===== src/rtl/keypad_scan.sv =====
`default_nettype none
// ============================================================================
//  Module      : keypad_scan
//  Description : 4x4 matrix keypad scanner. Drives one row at a time,
//                synchronises the asynchronous column returns through two
//                flops, reduces each full sweep to a single (lowest) key
//                code, and debounces that code across DEBOUNCE_CNT
//                consecutive sweeps before reporting a press or release.
//  Ports       :
//    clk        - system (pixel) clock
//    rst        - synchronous reset, active-high
//    key_col    - column returns, active-high, asynchronous
//    key_row    - one-hot row drive, active-high
//    key        - {valid, code} of the held key, 5'h00 when none
//    key_pulse  - equals key for one cycle on each accepted press
//  Revision    : 1.0 - initial release
// ============================================================================
module keypad_scan #(
    parameter int SCAN_DIV     = 50000,
    parameter int DEBOUNCE_CNT = 4
) (
    input  logic       clk,
    input  logic       rst,
    input  logic [3:0] key_col,
    output logic [3:0] key_row,
    output logic [4:0] key,
    output logic [4:0] key_pulse
);

    localparam int c_div_w = (SCAN_DIV > 1) ? $clog2(SCAN_DIV) : 1;
    localparam int c_cnt_w = $clog2(DEBOUNCE_CNT + 1);

    localparam logic [c_div_w-1:0] c_div_last   = c_div_w'(SCAN_DIV - 1);
    localparam logic [c_cnt_w-1:0] c_cnt_target = c_cnt_w'(DEBOUNCE_CNT);
    localparam logic [c_cnt_w-1:0] c_cnt_one    = c_cnt_w'(1);

    typedef enum logic [1:0] {
        S_IDLE         = 2'd0,
        S_PRESS_WAIT   = 2'd1,
        S_HELD         = 2'd2,
        S_RELEASE_WAIT = 2'd3
    } state_t;

    // ------------------------------------------------------------------
    // Column synchroniser
    // ------------------------------------------------------------------
    logic [3:0] col_s1_q;
    logic [3:0] col_s2_q;

    always_ff @(posedge clk) begin
        if (rst) begin
            col_s1_q <= 4'b0000;
            col_s2_q <= 4'b0000;
        end else begin
            col_s1_q <= key_col;
            col_s2_q <= col_s1_q;
        end
    end

    // ------------------------------------------------------------------
    // Row scan and per-sweep reduction
    // ------------------------------------------------------------------
    logic [c_div_w-1:0] div_q;
    logic [1:0]         row_q;
    logic               acc_valid_q;
    logic [3:0]         acc_code_q;
    logic               sweep_evt_q;
    logic               sweep_valid_q;
    logic [3:0]         sweep_code_q;

    logic               w_hit;
    logic [1:0]         w_col_lo;
    logic [3:0]         w_row_code;

    // Lowest active column of the current row; rows are visited in
    // ascending order, so the first hit of a sweep is the lowest code.
    always_comb begin
        w_hit    = |col_s2_q;
        w_col_lo = 2'd0;
        if (col_s2_q[0]) begin
            w_col_lo = 2'd0;
        end else if (col_s2_q[1]) begin
            w_col_lo = 2'd1;
        end else if (col_s2_q[2]) begin
            w_col_lo = 2'd2;
        end else if (col_s2_q[3]) begin
            w_col_lo = 2'd3;
        end
        w_row_code = {row_q, w_col_lo};
    end

    always_ff @(posedge clk) begin
        if (rst) begin
            div_q         <= '0;
            row_q         <= 2'd0;
            acc_valid_q   <= 1'b0;
            acc_code_q    <= 4'd0;
            sweep_evt_q   <= 1'b0;
            sweep_valid_q <= 1'b0;
            sweep_code_q  <= 4'd0;
        end else begin
            sweep_evt_q <= 1'b0;
            if (div_q == c_div_last) begin
                div_q <= '0;
                row_q <= row_q + 2'd1;
                if (row_q == 2'd3) begin
                    // Close the sweep and hand the result to the FSM.
                    sweep_evt_q   <= 1'b1;
                    sweep_valid_q <= acc_valid_q | w_hit;
                    sweep_code_q  <= acc_valid_q ? acc_code_q :
                                     (w_hit ? w_row_code : 4'd0);
                    acc_valid_q   <= 1'b0;
                    acc_code_q    <= 4'd0;
                end else if (!acc_valid_q && w_hit) begin
                    acc_valid_q <= 1'b1;
                    acc_code_q  <= w_row_code;
                end
            end else begin
                div_q <= div_q + 1'b1;
            end
        end
    end

    // ------------------------------------------------------------------
    // Debounce FSM
    // ------------------------------------------------------------------
    state_t             state_q,  state_d;
    logic [3:0]         cand_q,   cand_d;
    logic [c_cnt_w-1:0] cnt_q,    cnt_d;
    logic [4:0]         key_q,    key_d;
    logic [4:0]         pulse_q,  pulse_d;

    logic [c_cnt_w-1:0] w_cnt_inc;
    logic               w_same;

    always_comb begin
        w_cnt_inc = (cnt_q == c_cnt_target) ? cnt_q : cnt_q + 1'b1;
        w_same    = sweep_valid_q && (sweep_code_q == cand_q);
    end

    always_comb begin
        state_d = state_q;
        cand_d  = cand_q;
        cnt_d   = cnt_q;
        key_d   = key_q;
        pulse_d = 5'h00;

        if (sweep_evt_q) begin
            case (state_q)
                S_IDLE: begin
                    if (sweep_valid_q) begin
                        cand_d = sweep_code_q;
                        cnt_d  = c_cnt_one;
                        if (DEBOUNCE_CNT == 1) begin
                            state_d = S_HELD;
                            key_d   = {1'b1, sweep_code_q};
                            pulse_d = {1'b1, sweep_code_q};
                        end else begin
                            state_d = S_PRESS_WAIT;
                        end
                    end
                end

                S_PRESS_WAIT: begin
                    if (!sweep_valid_q) begin
                        state_d = S_IDLE;
                        cnt_d   = '0;
                    end else if (w_same) begin
                        cnt_d = w_cnt_inc;
                        if (w_cnt_inc == c_cnt_target) begin
                            state_d = S_HELD;
                            key_d   = {1'b1, cand_q};
                            pulse_d = {1'b1, cand_q};
                        end
                    end else begin
                        cand_d = sweep_code_q;
                        cnt_d  = c_cnt_one;
                    end
                end

                S_HELD: begin
                    if (!w_same) begin
                        if (DEBOUNCE_CNT == 1) begin
                            state_d = S_IDLE;
                            key_d   = 5'h00;
                            cnt_d   = '0;
                        end else begin
                            state_d = S_RELEASE_WAIT;
                            cnt_d   = c_cnt_one;
                        end
                    end
                end

                S_RELEASE_WAIT: begin
                    if (w_same) begin
                        // Bounce back to the held key: no new pulse.
                        state_d = S_HELD;
                        cnt_d   = '0;
                    end else begin
                        cnt_d = w_cnt_inc;
                        if (w_cnt_inc == c_cnt_target) begin
                            state_d = S_IDLE;
                            key_d   = 5'h00;
                            cnt_d   = '0;
                        end
                    end
                end

                default: begin
                    state_d = S_IDLE;
                    key_d   = 5'h00;
                    cnt_d   = '0;
                end
            endcase
        end
    end

    always_ff @(posedge clk) begin
        if (rst) begin
            state_q <= S_IDLE;
            cand_q  <= 4'd0;
            cnt_q   <= '0;
            key_q   <= 5'h00;
            pulse_q <= 5'h00;
        end else begin
            state_q <= state_d;
            cand_q  <= cand_d;
            cnt_q   <= cnt_d;
            key_q   <= key_d;
            pulse_q <= pulse_d;
        end
    end

    assign key_row   = 4'b0001 << row_q;
    assign key       = key_q;
    assign key_pulse = pulse_q;

endmodule
`default_nettype wire

===== config.mk =====
export PLATFORM = sky130hd
export DESIGN_NAME = keypad_scan
export DESIGN_NICKNAME = d
export VERILOG_FILES = /design/src/rtl/keypad_scan.sv
export SDC_FILE = /design/constraint.sdc
export NUM_CORES = 1
export LEC_CHECK = 0
export ABC_CLOCK_PERIOD_IN_PS = 2050
export BUFFER_PORTS_ARGS = -buffer_cell sky130_fd_sc_hd__buf_4
export CORE_ASPECT_RATIO = 2
export CORE_UTILIZATION = 53
export CTS_CLUSTER_SIZE = 20
export DETAILED_ROUTE_END_ITERATION = 10
export HOLD_SLACK_MARGIN = 0.02
export PLACE_DENSITY = 0.75
export SLEW_MARGIN = 20
export SYNTH_ARGS = -nofsm -noshare
export SYNTH_HDL_FRONTEND = slang
export SYNTH_SLANG_ARGS = --single-unit

===== constraint.sdc =====
create_clock -name clk -period 2.05 [get_ports clk]
set_input_delay 0.5125 -clock clk [delete_from_list [all_inputs] [get_ports clk]]
set_output_delay 0.5125 -clock clk [all_outputs]
set_load 0.02 [all_outputs]

After elaboration in Yosys (flattened, before gate mapping)

Index checks and enable logic that the tools add are counted.

Logic and storage cells: 101
Register bits after elaboration: 56
Bits of input ports: 6
Output and inout port bits: 14

Shifts and indexed selects: 1
Mux-type cells: 38
Bitwise logic cells: 7
Reductions and logical operators: 18
Eq/ne operators: 19
Add/subtract/negate cells: 3

Operator list:

| kind                                                             | count |
|---|---|
| 5-bit two-way mux                                                | 6 |
| 4-bit two-way mux                                                | 7 |
| 2-bit two-way mux                                                | 11 |
| 3-bit two-way mux                                                | 7 |
| 16-bit by 1-bit adder with 16-bit output (second input constant) | 1 |
| 16-bit equality test (second input constant)                     | 1 |
| 2-bit != test (second input constant)                            | 8 |
| 3-bit case mux with 4 select lines                               | 1 |
| 5-bit case mux with 2 select lines                               | 1 |
| 3-bit != test (second input constant)                            | 3 |
| 2-bit case mux with 4 select lines                               | 1 |
| 4-bit case mux with 2 select lines                               | 1 |
| 7-bit AND reduction                                              | 1 |
| 2-bit equality test (second input constant)                      | 3 |
| 3-bit equality test (second input constant)                      | 2 |
| 1-bit inverter                                                   | 6 |
| 6-bit AND reduction                                              | 1 |
| 2-bit nonzero test                                               | 3 |
| 6-bit OR reduction                                               | 1 |
| 5-bit AND reduction                                              | 1 |
| 5-bit OR reduction                                               | 1 |
| 4-bit equality test                                              | 1 |
| 2-bit AND reduction                                              | 2 |
| 2-bit OR reduction                                               | 2 |
| other kinds (11)                                                 | 14 |

Logic depth before layout (Yosys ltp)

Depth after elaboration: 7
Mapped depth: 7
Mapped depth without buffers: 7

Worst setup path before layout

No wires, ideal clock.

Kind: reg-to-reg
Start: reg cnt_q[0]
End: reg key_q[0] (netlist: key[0])
Data required time: 1920 ps
Data arrival time: 1943 ps
Buffers on the path: 0
Cell stages (with the launch flop): 8
Setup slack: -23 ps
Path through: dfxtp_1 inv_1 ha_1 or4bb_1 o211ai_2 nand3_1 nor3b_2 o32ai_1

Cells in the longest elaborated chain, start to end: 5
Elaborated cells on any way between the ends: 7
Classes of those cells: 1 x add/sub; 4 x eq/ne; 1 x mux; 1 x reduce/logical

Ends and longest elaborated chain:

| what                                                                          | RTL line | text |
|---|---|---|
| from (decl)                                                                   | 129      | `logic [c_cnt_w-1:0] cnt_q, cnt_d;` |
| from (signal assigned)                                                        | 228      | `cnt_q <= cnt_d;` |
| 3-bit by 1-bit adder with 3-bit output or 3-bit equality test (tied branches) | 137      | `w_cnt_inc = (cnt_q == c_cnt_target) ? cnt_q : cnt_q + 1'b1;` |
| 3-bit two-way mux (*)                                                         | 137      |  |
| 3-bit equality test (*)                                                       | 170, 201 |  |
| 2-bit != test (no source line)                                                | n/a      |  |
| 7-bit AND reduction (no source line) (*)                                      | n/a      |  |
| to (signal assigned)                                                          | 229      | `key_q <= key_d;` |
| to (decl)                                                                     | 130      | `logic [4:0] key_q, key_d;` |

Every way passes the cells marked *; elsewhere a longest branch is shown, timed or not.
A chain may end at the register's enable or synchronous reset.

Worst setup path after layout

Start: reg cnt_q[0]
End: reg state_q[1]

Cells in the longest elaborated chain, start to end: 5
Elaborated cells on any way between the ends: 7
Classes of those cells: 1 x add/sub; 4 x eq/ne; 1 x mux; 1 x reduce/logical

Ends and longest elaborated chain:

| what                                                                          | RTL line | text |
|---|---|---|
| 3-bit by 1-bit adder with 3-bit output or 3-bit equality test (tied branches) | 137      |  |
| 3-bit two-way mux (*)                                                         | 137      |  |
| 3-bit equality test (*)                                                       | 170, 201 |  |
| 3-bit != test (no source line)                                                | n/a      |  |
| 6-bit AND reduction (no source line) (*)                                      | n/a      |  |
| to (signal assigned)                                                          | 226      | `state_q <= state_d;` |
| to (decl)                                                                     | 127      | `state_t state_q, state_d;` |

Marks and branches as above.

==> key figures <==
Worst setup path
  – Crit. path cell count: 7
  – End of the worst register-to-register path: state_q[1]
  – Largest stage delay, worst path: ~0.54 ns
  – Path type of the worst setup path: reg -> reg
  – R2R depth: 7
  – Data required time at the worst endpoint: 2.28 ns
  – Flop-to-flop setup slack: -0.02 ns
  – Critical Path End Type: register
  – Critical path startpoint category: register
  – CP delay by family, top: compound AO/OA/AOI/OAI gates
  – Critical Path AT: around 2.3 ns
  – Buffers & Inverters on Critical Path: 1
  – Cell at the slowest stage of the critical path: sky130_fd_sc_hd__or4bb_1
  – Startpoint of the most critical register-to-register path: cnt_q[0]
  – Worst path cell trace: ha_1 -> or4bb_1 -> o211ai_2 -> buf_4 -> a21oi_2 -> a2111o_1 -> o31ai_1
  – Worst-path fanout max: 4

Run
  – Max cap viols: 0

Power and ir drop
  – Power density relative to cell area: 599 nW/um2
  – Max rail drop VDD: 0.000527 V
  – Leakage power total: approximately 1.1 nW
  – Final Power: between 1.5 and 2 mW

Detailed routing
  – Total number of vias: 2043
  – Post-route DRC violation count: 0
  – Routed WL: roughly 5.1 mm
  – Final antenna-violating net count: 0
  – Number of design-rule violations left by the first detailed-router iteration: 29
  – Pre-antenna DRT Iters: 4
  – Vias per std cell: roughly 5.5
  – Routed length per instance: roughly 14 um

STA
  – Setup WS post-layout: -0.0171 ns
  – Final Hold Vio Count: 0
  – Final number of setup-violating endpoints: 4
  – Worst slew slack as a fraction of its limit: between 70% and 80%
  – Pins over their slew limit: 0
  – Final period util: 101%
  – Maximum frequency from static timing analysis: just under 0.5 GHz
  – Transition time of the tightest slew-check pin: 0.420 ns
  – Largest clock skew in the final design: between 0.007 and 0.008 ns
  – Hold Slack: a little over 0.4 ns
  – RSZ-0062 raised after global routing: yes
  – Min Tclk post-route: a little over 2 ns

Hold path
  – Cell depth of the worst min-delay path: 2
  – Startpoint of the worst hold path: key_col[0]
  – Type of the most critical hold path: in -> reg
  – Endpoint of the worst hold-timing path: col_s1_q[0]

Placed design
  – Routability Congestion: 0.801
  – Port Buf Inserts: 19
  – Dpl hpwl: 3.97 mm
  – Placed insts: 360

Finish
  – Leading cell type in the layout, fill and taps excluded: sky130_fd_sc_hd__dfxtp_1
  – Final cell count without fillers: approximately 370
  – Area overhead of the layout relative to synthesis: 17.5%
  – Diodes inserted: 0
  – Most used cells in the layout excluding fill and tap cells: sky130_fd_sc_hd__dfxtp_1, sky130_fd_sc_hd__nor2_1, sky130_fd_sc_hd__buf_4
  – Layout Nets: approximately 330
  – Share of final-layout standard cells stronger than drive strength 1: approximately 20%

Logic synthesis
  – EDFF count, synth: 0
  – Part of the Yosys area used for sequential elements: ~44%
  – Yosys synthesis warning count: 0
  – Post-synthesis instance total: ~280
  – Fraction of registers with async set/reset: 0%
  – Distinct cells, synth: 47
  – Yosys reg bits: 56
  – Most used DFF post-synth: sky130_fd_sc_hd__dfxtp_1
  – Post-synthesis average cell area: roughly 9.1 um2
  – Net Count, Synth: ~300
  – Mapped Area: 2540 um2

Floorplanning
  – Placeable core region: ~4600 um2
  – DIE HEIGHT: 99.9 um
  – Die Footprint: about 5100 um2
  – Initial Utilization: 55.2%
  – Count of pins on the block boundary: 20
  – Horizontal extent of the die: just over 50 um
  – Standard-cell rows: 35

Clocking
  – H-tree levels: 2
  – CTS Buffer Depth: 2
  – Clock Latency Late Sink: 0.30 ns
  – Number of clock sinks: 56
  – Reg clk slew, reported paths: roughly 0.10 ns
  – Buffer cell driving the clock tree root: sky130_fd_sc_hd__clkbuf_8
  – TritonCTS clock tree: yes
  – Total CTS buffers: 5

GRT
  – Overflow left after global routing: 0
  – Global Route Usage Sum: between 20% and 30%
  – Initial antenna violation count: 0
  – Global-route wire length before repair: just over 8 mm
  – Maximum number of pins on one net before global-route repair: 44
  – Via count of the first global-routing pass: 1996

Status
  – Result of the run: complete, but fails checks
  – Failing checks: setup timing
state kept, by name (all words and copies together) (netlist names):
register and cells:
div_q 16, key 5, key_pulse 5, acc_code_q 4
cand_q 4, col_s1_q 4, col_s2_q 4, sweep_code_q 4
cnt_q 3, row_q 2, state_q 2, acc_valid_q 1
sweep_evt_q 1, sweep_valid_q 1
area by class of cell:
| cell class | instances | area (um2) |
|---|---|---|
| tap | 55 | 68.8 |
| clock inverter | 2 | 15.0 |
| fill | 422 | 1610 |
| sequential | 56 | 1120 |
| inverter | 14 | 52.6 |
| multi-input combinational | 198 | 1350 |
| clock buffer | 6 | 82.6 |
| timing repair buffer | 38 | 289 |
repair_timing:
item / in CTS / in global routing
hold buffers: 0 / 0
pin swaps: 8 / 4
hold endpoints to repair: 0 / 0
buffers inserted: 1 / 0
endpoints found under the setup margin: 11 / 17
resized for setup: 6 / 5
how the worst max path moves through the flow:
| stage | endpoint | from |
|---|---|---|
| 2_1_floorplan | key[0] | cnt_q[0] |
| 3_3_place_gp | state_q[1] | cnt_q[1] |
| 3_5_place_dp | key[2] | cnt_q[1] |
| 4_1_cts | state_q[1] | cnt_q[1] |
| 5_1_grt | key[4] | cnt_q[1] |
| 6_report | state_q[1] | cnt_q[0] |
metrics by stage:
step / worst slack [ns] / instance area, um2 / setup TNS (ns) / utilization [%]
after floorplan: 0.0508 / 2540 / 0 / -
after CTS: -0.0651 / 2970 / -0.0956 / 64.5
after global routing: -0.105 / 2990 / -0.577 / 64.9
after global placement: 0.00317 / 2830 / 0 / 61.6
final: -0.0171 / 2990 / -0.0429 / 64.9
after detailed placement: -0.0736 / 2830 / -0.315 / 61.6
worst reg2reg max path, stage by stage, from the launching register on:
cell                       delay, ns
sky130_fd_sc_hd__dfxtp_2        0.35
sky130_fd_sc_hd__ha_1           0.25
sky130_fd_sc_hd__or4bb_1        0.54
sky130_fd_sc_hd__o211ai_2       0.23
sky130_fd_sc_hd__buf_4          0.17
sky130_fd_sc_hd__a21oi_2        0.05
sky130_fd_sc_hd__a2111o_1       0.35
sky130_fd_sc_hd__o31ai_1        0.06
synthesized netlist by cell type, types with 2 or more instances:
cell type	n	area [um2]
sky130_fd_sc_hd__a21oi_1	13	65.1
sky130_fd_sc_hd__a22oi_1	2	15.0
sky130_fd_sc_hd__a31oi_1	2	12.5
sky130_fd_sc_hd__and2_1	5	31.3
sky130_fd_sc_hd__and4_1	3	26.3
sky130_fd_sc_hd__clkbuf_1	6	22.5
sky130_fd_sc_hd__clkbuf_2	2	10.0
sky130_fd_sc_hd__dfxtp_1	56	1120
sky130_fd_sc_hd__ha_1	7	87.6
sky130_fd_sc_hd__inv_1	14	52.6
sky130_fd_sc_hd__mux2i_1	11	110
sky130_fd_sc_hd__nand2_1	16	60.1
sky130_fd_sc_hd__nand2b_1	5	31.3
sky130_fd_sc_hd__nand3_1	6	30.0
sky130_fd_sc_hd__nand3b_1	5	37.5
sky130_fd_sc_hd__nand4_1	5	31.3
sky130_fd_sc_hd__nor2_1	41	154
sky130_fd_sc_hd__nor2b_1	11	68.8
sky130_fd_sc_hd__nor3_1	5	25.0
sky130_fd_sc_hd__nor3b_2	2	25.0
sky130_fd_sc_hd__o21ai_0	8	40.0
sky130_fd_sc_hd__o31ai_1	5	37.5
sky130_fd_sc_hd__o32ai_1	4	35.0
sky130_fd_sc_hd__o41ai_1	2	17.5
sky130_fd_sc_hd__or3_1	4	25.0
sky130_fd_sc_hd__or4bb_1	3	33.8
sky130_fd_sc_hd__xnor2_1	8	70.1
sky130_fd_sc_hd__xor2_1	9	78.8
cells by family after synthesis:
| group | Yosys count | share of synthesized area, % |
|---|---|---|
| flops | 56 | 44.1 |
| mux | 12 | 4.78 |
| compound gates | 43 | 11.5 |
| fa+ha+maj | 7 | 3.45 |
| simple gates | 119 | 26.0 |
| buf+inv | 25 | 4.24 |
| xor+xnor | 17 | 5.86 |
metal layers:
metal,vias to the layer above,wire length [um],global-route usage [%]
met5,-,0,0
met4,0,195,12.6
met3,15,84,3.03
met2,35,3160,46.3
met1,962,1620,16.3
li1,1031,-,-
report_power, final:
group / internal [mW] / leakage, nW / total (mW) / switching, mW
Clock: 0.274 / 0.0434 / 0.620 / 0.346
Combinational: 0.0259 / 0.624 / 0.0610 / 0.0351
Sequential: 1.10 / 0.454 / 1.11 / 0.00854
Note: power is estimated with default switching activity, not from simulation.
